$ cat src/rtl/sb_pkg.sv
// Shared types and sizing for the store buffer.
// An entry holds a word address and a full data word.
package sb_pkg;

    localparam int SB_DEPTH = 4;
    localparam int SB_AW    = 32;
    localparam int SB_DW    = 32;
    localparam int SB_PTR_W = $clog2(SB_DEPTH);

    typedef struct packed {
        logic              valid;
        logic [SB_AW-3:0]  waddr;
        logic [SB_DW-1:0]  data;
    } sb_entry_t;

endpackage

$ cat src/rtl/sb_fwd_match.sv
// Combinational youngest-first search of the pending stores for a load address.
// Offset 0 is the entry just behind the tail, so the lowest matching offset wins.
module sb_fwd_match
    import sb_pkg::*;
#(
    parameter int DEPTH = SB_DEPTH,
    parameter int AW    = SB_AW,
    parameter int DW    = SB_DW
) (
    input  sb_entry_t [DEPTH-1:0]         entries,
    input  logic [$clog2(DEPTH)-1:0]      tail,
    input  logic [AW-3:0]                 addr,
    output logic                          hit,
    output logic [DW-1:0]                 data
);

    localparam int PTR_W = $clog2(DEPTH);

    logic [PTR_W-1:0] idx [DEPTH];
    logic [DEPTH-1:0] match;

    // idx wraps naturally modulo DEPTH; offset DEPTH-1 reaches the oldest slot.
    generate
        for (genvar gi = 0; gi < DEPTH; gi++) begin : g_cmp
            assign idx[gi]   = tail - PTR_W'(gi + 1);
            assign match[gi] = entries[idx[gi]].valid && (entries[idx[gi]].waddr == addr);
        end
    endgenerate

    always_comb begin
        hit  = 1'b0;
        data = '0;
        for (int k = DEPTH - 1; k >= 0; k--) begin
            if (match[k]) begin
                hit  = 1'b1;
                data = entries[idx[k]].data;
            end
        end
    end

endmodule

$ cat src/rtl/store_buffer.sv
// FIFO of pending CPU stores draining to a single-port data memory whenever
// no load owns the port; loads see the youngest pending store to their word.
module store_buffer
    import sb_pkg::*;
#(
    parameter int DEPTH = SB_DEPTH,
    parameter int AW    = SB_AW,
    parameter int DW    = SB_DW
) (
    input  logic                       clk,
    input  logic                       reset,
    input  logic                       cpu_we,
    input  logic                       cpu_re,
    input  logic [AW-1:0]              cpu_addr,
    input  logic [DW-1:0]              cpu_wdata,
    output logic [DW-1:0]              cpu_rdata,
    output logic                       stall,
    output logic                       mem_we,
    output logic [AW-1:0]              mem_addr,
    output logic [DW-1:0]              mem_wdata,
    input  logic [DW-1:0]              mem_rdata,
    output logic [$clog2(DEPTH):0]     count,
    output logic                       empty
);

    localparam int PTR_W = $clog2(DEPTH);
    localparam int CNT_W = PTR_W + 1;

    sb_entry_t [DEPTH-1:0] entries_reg;
    logic [PTR_W-1:0]      head_reg;
    logic [PTR_W-1:0]      tail_reg;
    logic [CNT_W-1:0]      count_reg;

    logic          full;
    logic          is_empty;
    logic          enq;
    logic          drain;
    logic          fwd_hit;
    logic [DW-1:0] fwd_data;

    // full comes from the registered count only, so a same-cycle drain never frees a slot.
    assign full     = (count_reg == CNT_W'(DEPTH));
    assign is_empty = (count_reg == '0);
    assign enq      = cpu_we & ~full;
    // A load claims the port even when it illegally overlaps a store.
    assign drain    = ~is_empty & ~cpu_re;

    always_ff @(posedge clk) begin
        if (reset) begin
            entries_reg <= '0;
            head_reg    <= '0;
            tail_reg    <= '0;
            count_reg   <= '0;
        end else begin
            if (enq) begin
                entries_reg[tail_reg] <= '{valid: 1'b1, waddr: cpu_addr[AW-1:2], data: cpu_wdata};
                tail_reg              <= tail_reg + 1'b1;
            end
            if (drain) begin
                entries_reg[head_reg].valid <= 1'b0;
                head_reg                    <= head_reg + 1'b1;
            end
            case ({enq, drain})
                2'b10:   count_reg <= count_reg + 1'b1;
                2'b01:   count_reg <= count_reg - 1'b1;
                default: count_reg <= count_reg;
            endcase
        end
    end

    sb_fwd_match #(
        .DEPTH (DEPTH),
        .AW    (AW),
        .DW    (DW)
    ) u_fwd (
        .entries (entries_reg),
        .tail    (tail_reg),
        .addr    (cpu_addr[AW-1:2]),
        .hit     (fwd_hit),
        .data    (fwd_data)
    );

    assign mem_we    = ~reset & drain;
    assign mem_addr  = cpu_re ? cpu_addr : {entries_reg[head_reg].waddr, 2'b00};
    assign mem_wdata = entries_reg[head_reg].data;
    assign stall     = ~reset & cpu_we & full;
    assign empty     = reset | is_empty;
    assign count     = count_reg;
    assign cpu_rdata = (cpu_re & fwd_hit) ? fwd_data : mem_rdata;

endmodule
$ cat config.mk
export PLATFORM = sky130hd
export DESIGN_NAME = store_buffer
export DESIGN_NICKNAME = d
export VERILOG_FILES = /design/src/rtl/sb_pkg.sv /design/src/rtl/sb_fwd_match.sv /design/src/rtl/store_buffer.sv
export SDC_FILE = /design/constraint.sdc
export NUM_CORES = 1
export LEC_CHECK = 0
export CAP_MARGIN = 25
export CORE_UTILIZATION = 30
export CTS_CLUSTER_DIAMETER = 60
export DETAILED_ROUTE_END_ITERATION = 8
export PLACE_DENSITY = 0.54
export SLEW_MARGIN = 20
export SYNTH_ARGS = -nofsm -noshare
export SYNTH_HDL_FRONTEND = slang
export SYNTH_HIERARCHICAL = 1
export SYNTH_SLANG_ARGS = --single-unit
$ cat constraint.sdc
create_clock -name clk -period 20.6 [get_ports clk]
set_input_delay 6.18 -clock clk [delete_from_list [all_inputs] [get_ports clk]]
set_output_delay 6.18 -clock clk [all_outputs]
set_load 0.005 [all_outputs]
After elaboration in Yosys (flattened, before gate mapping)
Cells that the tools add are included.
Widths: inputs -> output; s select.
{ "classes": {"eq_ne": 7, "mux": 30, "bitwise_logic": 11, "reduce_logical": 8, "addsub": 7, "n_lt_le_gt_ge": 7} }
{ "op_table": {"columns": ["operator", "count"], "rows": [
  ["$mux 252", 3],
  ["$bmux 63 s2", 5],
  ["$bwmux 252", 2],
  ["$mux 63", 6],
  ["$demux 63 s2", 2],
  ["$mux 32", 6],
  ["$eq 30x30->1", 4],
  ["$mux 62", 1],
  ["$lt 2x3->1 const B", 5],
  ["$and 1x1->1", 6],
  ["$logic_and 1x1->1", 6],
  ["$pmux 3 s2", 1],
  ["$add 2x1->2 const B", 2],
  ["$ge 2x1->1 const B", 2],
  ["$mux 1", 4],
  ["$not 1->1", 4],
  ["$sub 2x2->2 const B", 2],
  ["$add 3x1->3 const B", 1],
  ["$eq 3x3->1 const B", 1],
  ["$logic_not 3->1", 1],
  ["$sub 3x1->3 const B", 1],
  ["$eq 2x1->1 const B", 1],
  ["$eq 2x2->1 const B", 1],
  ["$reduce_bool 2->1", 1],
  ["other kinds (2)", 2]
]} }
{ "word_totals": {"regBits": 259} }

Logic depth before layout (Yosys ltp)
Gate-level depths: netlist (run 1).
{ "logic_depth": {"word_depth": 10, "ltp_mapped": 18} }

Cells and area by module
Netlist (run 1), hierarchy kept.
{ "modules_own_cells": {"columns": ["mod", "cells_per_inst", "area_each_um2", "seq_area_each_um2", "n_inst"], "rows": [
  ["store_buffer", 1089, 12678.4, 5185.0, 1],
  ["sb_fwd_match", 1020, 7867.5, 0.0, 1]
]} }

Least setup slack after synthesis (run 1)
OpenSTA, ideal clock, no wires.
{ "synth_timing": {"kind": "input to output", "start": "in cpu_addr[29]", "end": "out cpu_rdata[0]", "path_buffers": 5, "path_slack_ns": 5.461, "arrival_ns": 8.959, "required_ns": 14.420, "cell_stages": 14, "path_cell_list": "clkbuf_1 > xnor2_1 > nand3_1 > a2111oi_0 > a22oi_1 > nor3_1 > and2_1 > buf_2 > buf_4 > buf_2 > or4_1 > nand2_1 > buf_1 > mux2_2"} }
{ "synth_between": {"elab_chain_cells": 8, "elab_cells_between_ends": 18, "classes_between": "4 x eq/ne; 9 x mux; 1 x bitwise; 4 x reduce/logical"} }
{ "synth_lines": {"columns": ["item", "line", "text"], "rows": [
  ["from (decl)", "store_buffer.sv:14", "input logic [AW-1:0] cpu_addr,"],
  ["$eq 30x30->1", "sb_fwd_match.sv:26", "assign match[gi] = entries[idx[gi]].valid && (entries[idx[gi]].waddr == addr);"],
  ["$logic_and 1x1->1", "sb_fwd_match.sv:26", null],
  ["$mux 1 (3 in a row)", "sb_fwd_match.sv:34", "if (match[k]) begin"],
  ["$mux 1 (*)", "sb_fwd_match.sv:34", null],
  ["via fwd_hit", "store_buffer.sv:38", "logic fwd_hit;"],
  ["$and 1x1->1 (*)", "store_buffer.sv:89", "assign cpu_rdata = (cpu_re & fwd_hit) ? fwd_data : mem_rdata;"],
  ["$mux 32 (*)", "store_buffer.sv:89", null],
  ["to (decl)", "store_buffer.sv:16", "output logic [DW-1:0] cpu_rdata,"]
]} }
Mark *: on every way through the listed nets, which the timed path passes. The rest lies on a longest branch.

Worst setup path in the final report (run 1)
{ "layout_timing": {"start": "in cpu_addr[29]", "end": "out cpu_rdata[30]"} }
{ "layout_between": {"elab_cells_between_ends": 18, "classes_between": "4 x eq/ne; 9 x mux; 1 x bitwise; 4 x reduce/logical"} }
{ "layout_rtl": {"columns": ["item", "line", "text"], "rows": [
  ["$eq 30x30->1", "sb_fwd_match.sv:26", null],
  ["$logic_and 1x1->1", "sb_fwd_match.sv:26", null],
  ["$mux 32 (3 in a row)", "sb_fwd_match.sv:34", null],
  ["$mux 32 (*)", "sb_fwd_match.sv:34", null],
  ["via fwd_data[30]", "store_buffer.sv:39", "logic [DW-1:0] fwd_data;"],
  ["$mux 32 (*)", "store_buffer.sv:89", null]
]} }
Marked as above.

==> flow_summary.yaml, run 1 <==
run_status:
  run_status: "complete, no violations"
drt:
  routedWlPerCell_um: 22.7
  dr.pass1.iters: 6
  routed_wl_mm: 70.1
  route.detailed.drc: 0
  drt_iter0_drc: 1252
  ant_nets: 0
  vias: 16836
  met2_wirelength_mm: 33.0
  highest_layer: "met5"
  wl_met3_mm: 3.42
  via_per_inst: 5.46
  wl_met1_mm: 31.7
power:
  p_leak_nw: 9.12
  total_power_w: 0.00196
  power_frac_comb_pct: 32.9
  clockPowerShare_pct: 35.0
  p_sw_share_pct: 34.8
  p_per_area_mw_per_mm2: 81.3
  p_sw_w: 0.000682
  seqPwrFrac_pct: 32.1
  p_int_w: 0.00128
  vdd_drop_max_uv: 61.3
global_route:
  antenna_found_initial: 2
  first_global_vias: 16899
  gr-usage-all-layers_pct: 19.7
  grt.overflow.total: 0
  grt_pass1_wl_mm: 107
  grt_max_degree: 130
worst_hold_path:
  hp-class: "reg -> reg"
placed_design:
  dp_worst_setup_slack_ns: 2.99
  hpwl_mm: 47.0
  place.port_buffers: 201
  place_congestion: 0.962
finish:
  nets: 2288
  multi_input_area_mm2: 0.0142
  fillCellCount: 6798
  layout_commonest_cell: "mux2i_1"
  final-seq-area_mm2: 0.00520
  final_util_pct: 35.8
  mostFrequentLayoutCells: "mux2i_1, nand2b_1, dfxtp_1"
  areaGrowthSynthToFinish_pct: 17.5
  drive_above_1_share_pct: 13.1
clocking:
  clockBufferDepth: 3
  cts_inserted_buffers: 39
  htreeDepth: 2
  clockRootBuffer: "clkbuf_16"
  clkSinkCount: 259
  clk_latency_ns: 0.56
  postCtsSetupRepairBufs: 0
  postCtsHoldBufs: 0
  cts_tree: "yes"
  ctsResizeCount: 0
  cts.clk_slew.worst_paths_ns: 0.06
critical_path:
  crit_path_end: "cpu_rdata[30]"
  cp-startpoint: "cpu_addr[29]"
  worstSetupEndpointType: "output pin"
  worstReg2RegStart: "tail_reg[0]"
  cp.required_ns: 14.42
  ff2ff_path_depth: 6
  critPathKind: "in -> out"
  r2r_slack_ns: 16.67
  cp-start-kind: "input port"
  path_max_fanout: 48
  crit_arrival_ns: 11.66
logic_synthesis:
  yosys.cell_types.count: 71
  ys_top_cells_by_area: "dfxtp_1, mux2i_1, mux4_2, nand2b_1, mux2_2"
  syn_area_mm2: 0.0205
  syn_nets: 2219
  ys_seq_elements: 259
  synth_edf_count: 0
  synth-seq-area-share_pct: 25.2
  ys_dominant_reg_cell: "dfxtp_1"
  avgSynthCellArea_um2: 9.74
  async_flop_share_pct: 0
  synth_top_area_cell: "dfxtp_1"
  yosys.area.top_type_share_pct: 25.2
  yosys_warnings: 6
  postSynthCellCount: 2109
timing:
  relSlewSlack_pct: 29.5
  setup_violations: 0
  timing.fmax_ghz: 0.0560
  worst_pin_slew_ns: 1.06
  period_needed_ns: 17.84
  hold_ws_ns: 0.504
  layout_setup_ws_ns: 2.76
  slew_violations: 0
  tns_ns: 0
  timing.final.crit_share_pct: 86.6
  fin_skew_ns: 0.0158
  finalHoldViolations: 0
  rsz0062_at_grt: "no"
run:
  maxCapViolations: 0
floorplanning:
  die_h_um: 264
  core_area_mm2: 0.0675
  initial_core_util_pct: 30.4
  die-area_mm2: 0.0695
  rows: 95
  num_io_pins: 202
  fp.dieW_um: 264
-- Yosys cell counts, drive strengths merged (29+ instances only) --
cell,count
o21ai,36
buf,103
nand3,29
nand4,29
dfxtp,259
clkbuf,96
and3,32
nand2b,313
xnor2,81
mux2,86
nor2,45
nand2,117
a21oi,31
mux4,93
mux2i,492
-- critical path, stage by stage --
cell	delay, ns
clkdlybuf4s50_1	0.90
xnor2_1	0.19
nand3_1	0.09
a2111oi_0	0.65
a22oi_1	0.28
nor3_2	0.23
buf_4	0.34
and2_2	0.23
buf_4	0.51
xnor2_2	0.18
buf_4	0.31
a2111o_1	0.42
a2bb2oi_1	0.33
mux2_2	0.22
clkdlybuf4s50_1	0.49
-- layer usage --
layer,track usage [%],vias up
met1,26.3,8437
met3,2.85,101
met2,32.4,486
met4,6.56,2
li1,-,7810
met5,0,-
-- power groups by stage --
stage | clock [W] | sequential (W) | combinational [W]
after global routing | 0.000721 | 0.000638 | 0.000688
after floorplan | 0 | 0.000584 | 0.000476
after detailed placement | 0 | 0.000639 | 0.000643
after CTS | 0.000705 | 0.000629 | 0.000647
after global placement | 0 | 0.000635 | 0.000637
final | 0.000686 | 0.000629 | 0.000646
-- logic make-up (layout without fill, tap and decap cells) --
group,Yosys count,in the layout,synth area share [%]
compound gates,218,218,7.74
flops,259,259,25.2
fa+ha+maj,10,10,0.646
mux,671,671,39.0
other cells,0,1,0
xor+xnor,103,103,4.39
simple gates,626,626,17.2
buf+inv,222,320,5.86
-- final cells by class --
class / instances / area share, %
diodes: 1 / 0.0104
clock buffers: 53 / 4.51
clock inverters: 17 / 0.912
inverters: 23 / 0.368
multi-input cells: 1628 / 58.9
flip-flops and latches: 259 / 21.5
well taps: 873 / 4.53
repair buffers: 227 / 9.21
-- worst min-delay path by stage --
stage                       end  cells past startpoint  slack (ns)
5_1_grt               flip-flop                      2        0.52
2_1_floorplan  entries_reg[125]                      2        0.46
3_3_place_gp          flip-flop                      2        0.48
4_1_cts               flip-flop                      2        0.50
3_5_place_dp          flip-flop                      2        0.49
6_report              flip-flop                      2        0.50
-- metrics by stage --
| stage | instances | area (µm²) |
|---|---|---|
| finish | 3081 | 24100 |
| global route | 3081 | 24100 |
| CTS | 3079 | 24100 |
| detailed placement | 3009 | 22800 |
| global placement | 3009 | 22800 |
| floorplan | 2109 | 20500 |
(Power assumes the default switching activity.)
==> run 2: changes to the inputs <==
--- a/config.mk
+++ b/config.mk
@@ -6,10 +6,10 @@
 export NUM_CORES = 1
 export LEC_CHECK = 0
 export CAP_MARGIN = 25
-export CORE_UTILIZATION = 30
+export CORE_UTILIZATION = 60
 export CTS_CLUSTER_DIAMETER = 60
 export DETAILED_ROUTE_END_ITERATION = 8
-export PLACE_DENSITY = 0.54
+export PLACE_DENSITY = 0.9
 export SLEW_MARGIN = 20
 export SYNTH_ARGS = -nofsm -noshare
 export SYNTH_HDL_FRONTEND = slang
==> run 2 against run 1 <==
  * Clock skew decreased by 0.0048 ns
  * Register-to-register slack improved by 0.38 ns
  * Sequential cell count stayed put
  * Worst setup slack gained 0.30 ns
  * Worst hold slack better by 0.0062 ns
  * Sequential power down 3.2%
  * Design area fell by 3.1%
  * Combinational power increased by 2%
  * First-iteration DRC count rose by 47%
  * Wire length is 9.7% lower
  * Via count is 4.6% higher
  * Non-clock buffer count grew 1
  * Critical path type unchanged
  * Largest cell class unchanged
  * Highest routed layer is now met4
==> flow_summary.yaml, run 2 (synthesized netlist as in run 1, its figures left out) <==
floorplanning:
  die-area_mm2: 0.0350
  initial_core_util_pct: 61.1
  die_h_um: 187
  num_io_pins: 202
  rows: 67
  core_area_mm2: 0.0336
  fp.dieW_um: 187
timing:
  timing.fmax_ghz: 0.0570
  rsz0062_at_grt: "no"
  setup_violations: 0
  slew_violations: 0
  fin_skew_ns: 0.0110
  worst_pin_slew_ns: 1.07
  period_needed_ns: 17.54
  relSlewSlack_pct: 28.5
  finalHoldViolations: 0
  layout_setup_ws_ns: 3.06
  tns_ns: 0
  timing.final.crit_share_pct: 85.2
finish:
  final_util_pct: 69.6
  num_antenna_cells: 0
  stdcell_count: 2640
  mostFrequentLayoutCells: "mux2i_1, nand2b_1, dfxtp_1"
  drive_above_1_share_pct: 12.6
  nets: 2280
  areaGrowthSynthToFinish_pct: 13.8
  layout_commonest_cell: "mux2i_1"
  final_area_mm2: 0.0234
  fillCellCount: 2442
placed_design:
  place.port_buffers: 201
  dp_cells: 2583
  place_congestion: 1.02
  dp_worst_setup_slack_ns: 3.27
  placed_cell_area_mm2: 0.0223
  hpwl_mm: 42.9
global_route:
  grt.overflow.total: 0
  first_global_vias: 17546
  grt_pass1_wl_mm: 99.4
  antenna_found_initial: 0
  grt_max_degree: 164
  gr-usage-all-layers_pct: 35.4
run:
  maxCapViolations: 0
critical_path:
  cp-start-kind: "input port"
  ff2ff_path_depth: 6
  slowest_stage: "clkdlybuf4s50_1"
  r2r_slack_ns: 17.05
  crit_path_frequent_cell: "buf_4"
  cp.depth: 15
  cp.required_ns: 14.42
  crit_buf_inv: 5
  worstReg2RegStart: "tail_reg[0]"
  path_max_fanout: 50
  crit_path_end: "cpu_rdata[3]"
  path_cells: "clkdlybuf4s50_1 -> xnor2_1 -> nand3_1 -> a2111oi_0 -> a22oi_1 -> nor3_2 -> buf_4 -> and2_2 -> buf_4 -> xnor2_2 -> buf_4 -> a2111o_1 -> a31oi_1 -> mux2_2 -> clkdlybuf4s50_1"
  critical_path.max_stage_delay_ns: 0.84
  cp-startpoint: "cpu_addr[29]"
  critPathKind: "in -> out"
  critPathTopFamily: "buffers and inverters"
  worstSetupEndpointType: "output pin"
  crit_arrival_ns: 11.36
drt:
  routed_wl_mm: 63.3
  route.detailed.drc: 0
  vias: 17604
  via_per_inst: 6.67
  ant_nets: 0
  dr.pass1.iters: 6
  drt_iter0_drc: 1842
  routedWlPerCell_um: 24.0
clocking:
  htreeDepth: 1
  cts.clk_slew.worst_paths_ns: 0.06
  clockRootBuffer: "clkbuf_16"
  postCtsHoldBufs: 0
  clkSinkCount: 259
  cts_inserted_buffers: 30
  cts_tree: "yes"
  ctsResizeCount: 0
  clk_latency_ns: 0.57
  postCtsSetupRepairBufs: 0
  clockBufferDepth: 3
run_status:
  run_status: "complete, no violations"
worst_hold_path:
  hp-class: "reg -> reg"
power:
  p_leak_nw: 9.02
  vdd_drop_max_uv: 63.5
  p_per_area_mw_per_mm2: 78.4
-- run 2: report_power, final --
part / total [W] / internal (W) / switching (W) / leakage [nW]
sequential: 0.000609 / 0.000544 / 0.0000654 / 2.11
clock: 0.000564 / 0.000344 / 0.000220 / 0.518
combinational: 0.000661 / 0.000315 / 0.000346 / 6.40
-- run 2: per-stage QoR --
stage | power, W | hold WS [ns]
final | 0.00183 | 0.510
after global routing | 0.00190 | 0.526
after CTS | 0.00182 | 0.509
after detailed placement | 0.00126 | 0.497
after global placement | 0.00124 | 0.481
after floorplan | 0.00106 | 0.465
-- run 2: routing by layer --
layer	vias up	GRT usage [%]	wire length (µm)
met5	-	0	0
met4	0	15.2	2590
met3	170	4.95	5300
met2	965	57.8	29700
met1	8688	46.8	25600
li1	7781	-	-
-- run 2: worst min-delay path by stage --
stage	cells after the start	endpoint	from	slack (ns)
6_report	2	flip-flop	flip-flop	0.51
5_1_grt	2	flip-flop	flip-flop	0.53
4_1_cts	2	flip-flop	flip-flop	0.51
3_5_place_dp	2	flip-flop	flip-flop	0.50
3_3_place_gp	2	flip-flop	flip-flop	0.48
2_1_floorplan	2	entries_reg[125]	entries_reg[125]	0.46
-- run 2: worst register-to-register path, cell delays in order (launching register included) --
cell and delay, ns:
dfxtp_4 0.59, buf_4 0.88, inv_1 0.21, ha_1 0.30, nand3_4 0.30, buf_4 0.84
mux2i_1 0.35
-- run 2: cell type report --
type                       count  area [µm²]  area share, %
inverter                      23        88.8          0.380
sequential                   259        5200           22.2
tap                          448         561           2.40
clock buffer                  39         825           3.53
clock inverter                15         216          0.926
timing repair buffer         228        2270           9.71
multi-input combinational   1628       14200           60.8
==> run 3: changes to the inputs <==
--- a/config.mk
+++ b/config.mk
@@ -6,10 +6,12 @@
 export NUM_CORES = 1
 export LEC_CHECK = 0
 export CAP_MARGIN = 25
-export CORE_UTILIZATION = 60
+export CELL_PAD_IN_SITES_DETAIL_PLACEMENT = 0
+export CELL_PAD_IN_SITES_GLOBAL_PLACEMENT = 1
+export CORE_UTILIZATION = 50
 export CTS_CLUSTER_DIAMETER = 60
 export DETAILED_ROUTE_END_ITERATION = 8
-export PLACE_DENSITY = 0.9
+export PLACE_DENSITY = 0.95
 export SLEW_MARGIN = 20
 export SYNTH_ARGS = -nofsm -noshare
 export SYNTH_HDL_FRONTEND = slang
==> run 3 against run 2 <==
  * Cell count rose by 3.1%
  * First-iteration DRC count fell by 18%
  * Sequential share of layout area fell by 0.083 points
  * Wire length rose by 1.9%
  * Via count fell by 2.7%
  * Non-clock buffer count rose by 1
  * Core utilization fell by 11 points
  * Clock-buffer cell count rose by 3
  * Register-to-register slack improved by 0.54 ns
  * Global-route usage fell by 5.3 points
==> flow_summary.yaml, run 3 (synthesized netlist as in run 1, its figures left out) <==
placed_design:
  hpwl_mm: 43.3
  place.port_buffers: 201
  place_congestion: 0.998
critical_path:
  ff2ff_path_depth: 5
  cp.depth: 14
  crit_buf_inv: 4
  crit_arrival_ns: 10.88
  critPathTopFamily: "buffers and inverters"
  path_cells: "clkdlybuf4s50_1 -> xnor2_1 -> nand3_1 -> a2111oi_0 -> a22oi_1 -> nor3_2 -> buf_4 -> and2_2 -> xnor2_2 -> buf_4 -> a211oi_1 -> o31a_1 -> mux2_2 -> clkdlybuf4s50_1"
  path_max_fanout: 32
  slowest_stage: "clkdlybuf4s50_1"
  crit_path_end: "cpu_rdata[9]"
  r2r_slack_ns: 17.59
  critical_path.max_stage_delay_ns: 0.88
  worstReg2RegStart: "tail_reg[0]"
  cp-startpoint: "cpu_addr[29]"
  cp.required_ns: 14.42
  worstSetupEndpointType: "output pin"
  critPathKind: "in -> out"
  cp-start-kind: "input port"
clocking:
  cts.clk_slew.worst_paths_ns: 0.06
  ctsResizeCount: 0
  cts_tree: "yes"
  htreeDepth: 1
  postCtsSetupRepairBufs: 0
  cts_inserted_buffers: 31
  clockRootBuffer: "clkbuf_16"
  postCtsHoldBufs: 0
  clockBufferDepth: 3
  clkSinkCount: 259
  clk_latency_ns: 0.58
global_route:
  gr-usage-all-layers_pct: 30.1
  grtUsageMet3_pct: 4.45
  grt_pass1_wl_mm: 98.9
  first_global_vias: 17032
  antenna_found_initial: 3
  top_usage_layer: "met2"
  grt.overflow.total: 0
  grt.met1_usage_pct: 40.0
  grt_max_degree: 140
  met2_usage_pct: 49.4
floorplanning:
  core_area_mm2: 0.0401
  die-area_mm2: 0.0419
  die_h_um: 205
  initial_core_util_pct: 51.2
  fp.dieW_um: 205
  rows: 73
  num_io_pins: 202
drt:
  ant_nets: 0
  routed_wl_mm: 64.5
  dr.pass1.iters: 6
  drt_iter0_drc: 1519
  vias: 17128
  route.detailed.drc: 0
  via_per_inst: 6.29
  routedWlPerCell_um: 23.7
finish:
  fillCellCount: 3425
  mostFrequentLayoutCells: "mux2i_1, nand2b_1, dfxtp_1"
  drive_above_1_share_pct: 12.7
  nets: 2282
  areaGrowthSynthToFinish_pct: 14.2
  layout_commonest_cell: "mux2i_1"
  final-seq-area_mm2: 0.00520
  multi_input_area_mm2: 0.0142
timing:
  finalHoldViolations: 0
  period_needed_ns: 17.06
  timing.final.crit_share_pct: 82.8
  slew_violations: 0
  fin_skew_ns: 0.0267
  setup_violations: 0
  worst_pin_slew_ns: 1.00
  relSlewSlack_pct: 33.1
  timing.fmax_ghz: 0.0586
  hold_ws_ns: 0.505
  rsz0062_at_grt: "no"
  tns_ns: 0
power:
  vdd_drop_max_uv: 57.4
  p_per_area_mw_per_mm2: 76.7
  p_leak_nw: 9.00
run:
  maxCapViolations: 0
worst_hold_path:
  hp-class: "reg -> reg"
run_status:
  run_status: "complete, no violations"
[run 3: worst reg2reg max path, cell delays in order (launching register included)]
cell     delay [ns]
dfxtp_4        0.94
inv_1          0.20
ha_1           0.29
nand3_4        0.29
buf_4          0.82
mux2i_1        0.37
[run 3: report_power, final]
| group | leakage [nW] | internal, W | switching, W |
|---|---|---|---|
| Clock | 0.484 | 0.000300 | 0.000229 |
| Combinational | 6.41 | 0.000317 | 0.000340 |
| Sequential | 2.11 | 0.000544 | 0.0000723 |
[run 3: worst min path at each step]
stage          cells past startpoint        startpoint          endpoint
3_3_place_gp                       2         flip-flop         flip-flop
3_5_place_dp                       2         flip-flop         flip-flop
5_1_grt                            2         flip-flop         flip-flop
2_1_floorplan                      2  entries_reg[125]  entries_reg[125]
4_1_cts                            2         flip-flop         flip-flop
6_report                           2         flip-flop         flip-flop
[run 3: layout make-up]
type	count	area share, %
clock buffer	42	3.74
inverter	23	0.379
multi-input combinational	1628	60.6
clock inverter	14	0.421
antenna	1	0.0107
sequential	259	22.2
timing repair buffer	229	9.90
tap	525	2.80
[run 3: through the flow]
step,utilization (%),instance area (µm²),power [W],setup slack [ns],std cells
5_1_grt,58.5,23500,0.00187,3.41,2721
3_5_place_dp,55.8,22400,0.00126,3.16,2659
3_3_place_gp,55.8,22400,0.00125,3.21,2659
6_report,58.5,23500,0.00180,3.54,2721
2_1_floorplan,-,20500,0.00106,5.46,2109
4_1_cts,58.2,23300,0.00179,3.10,2715
[run 3: metal layers]
metal  vias to the layer above  part of all wire [%]
met1                      8395                    43
met4                         4                   3.3
li1                       7810                     -
met5                         -                 0.040
met2                       775                    47
met3                       144                   7.1
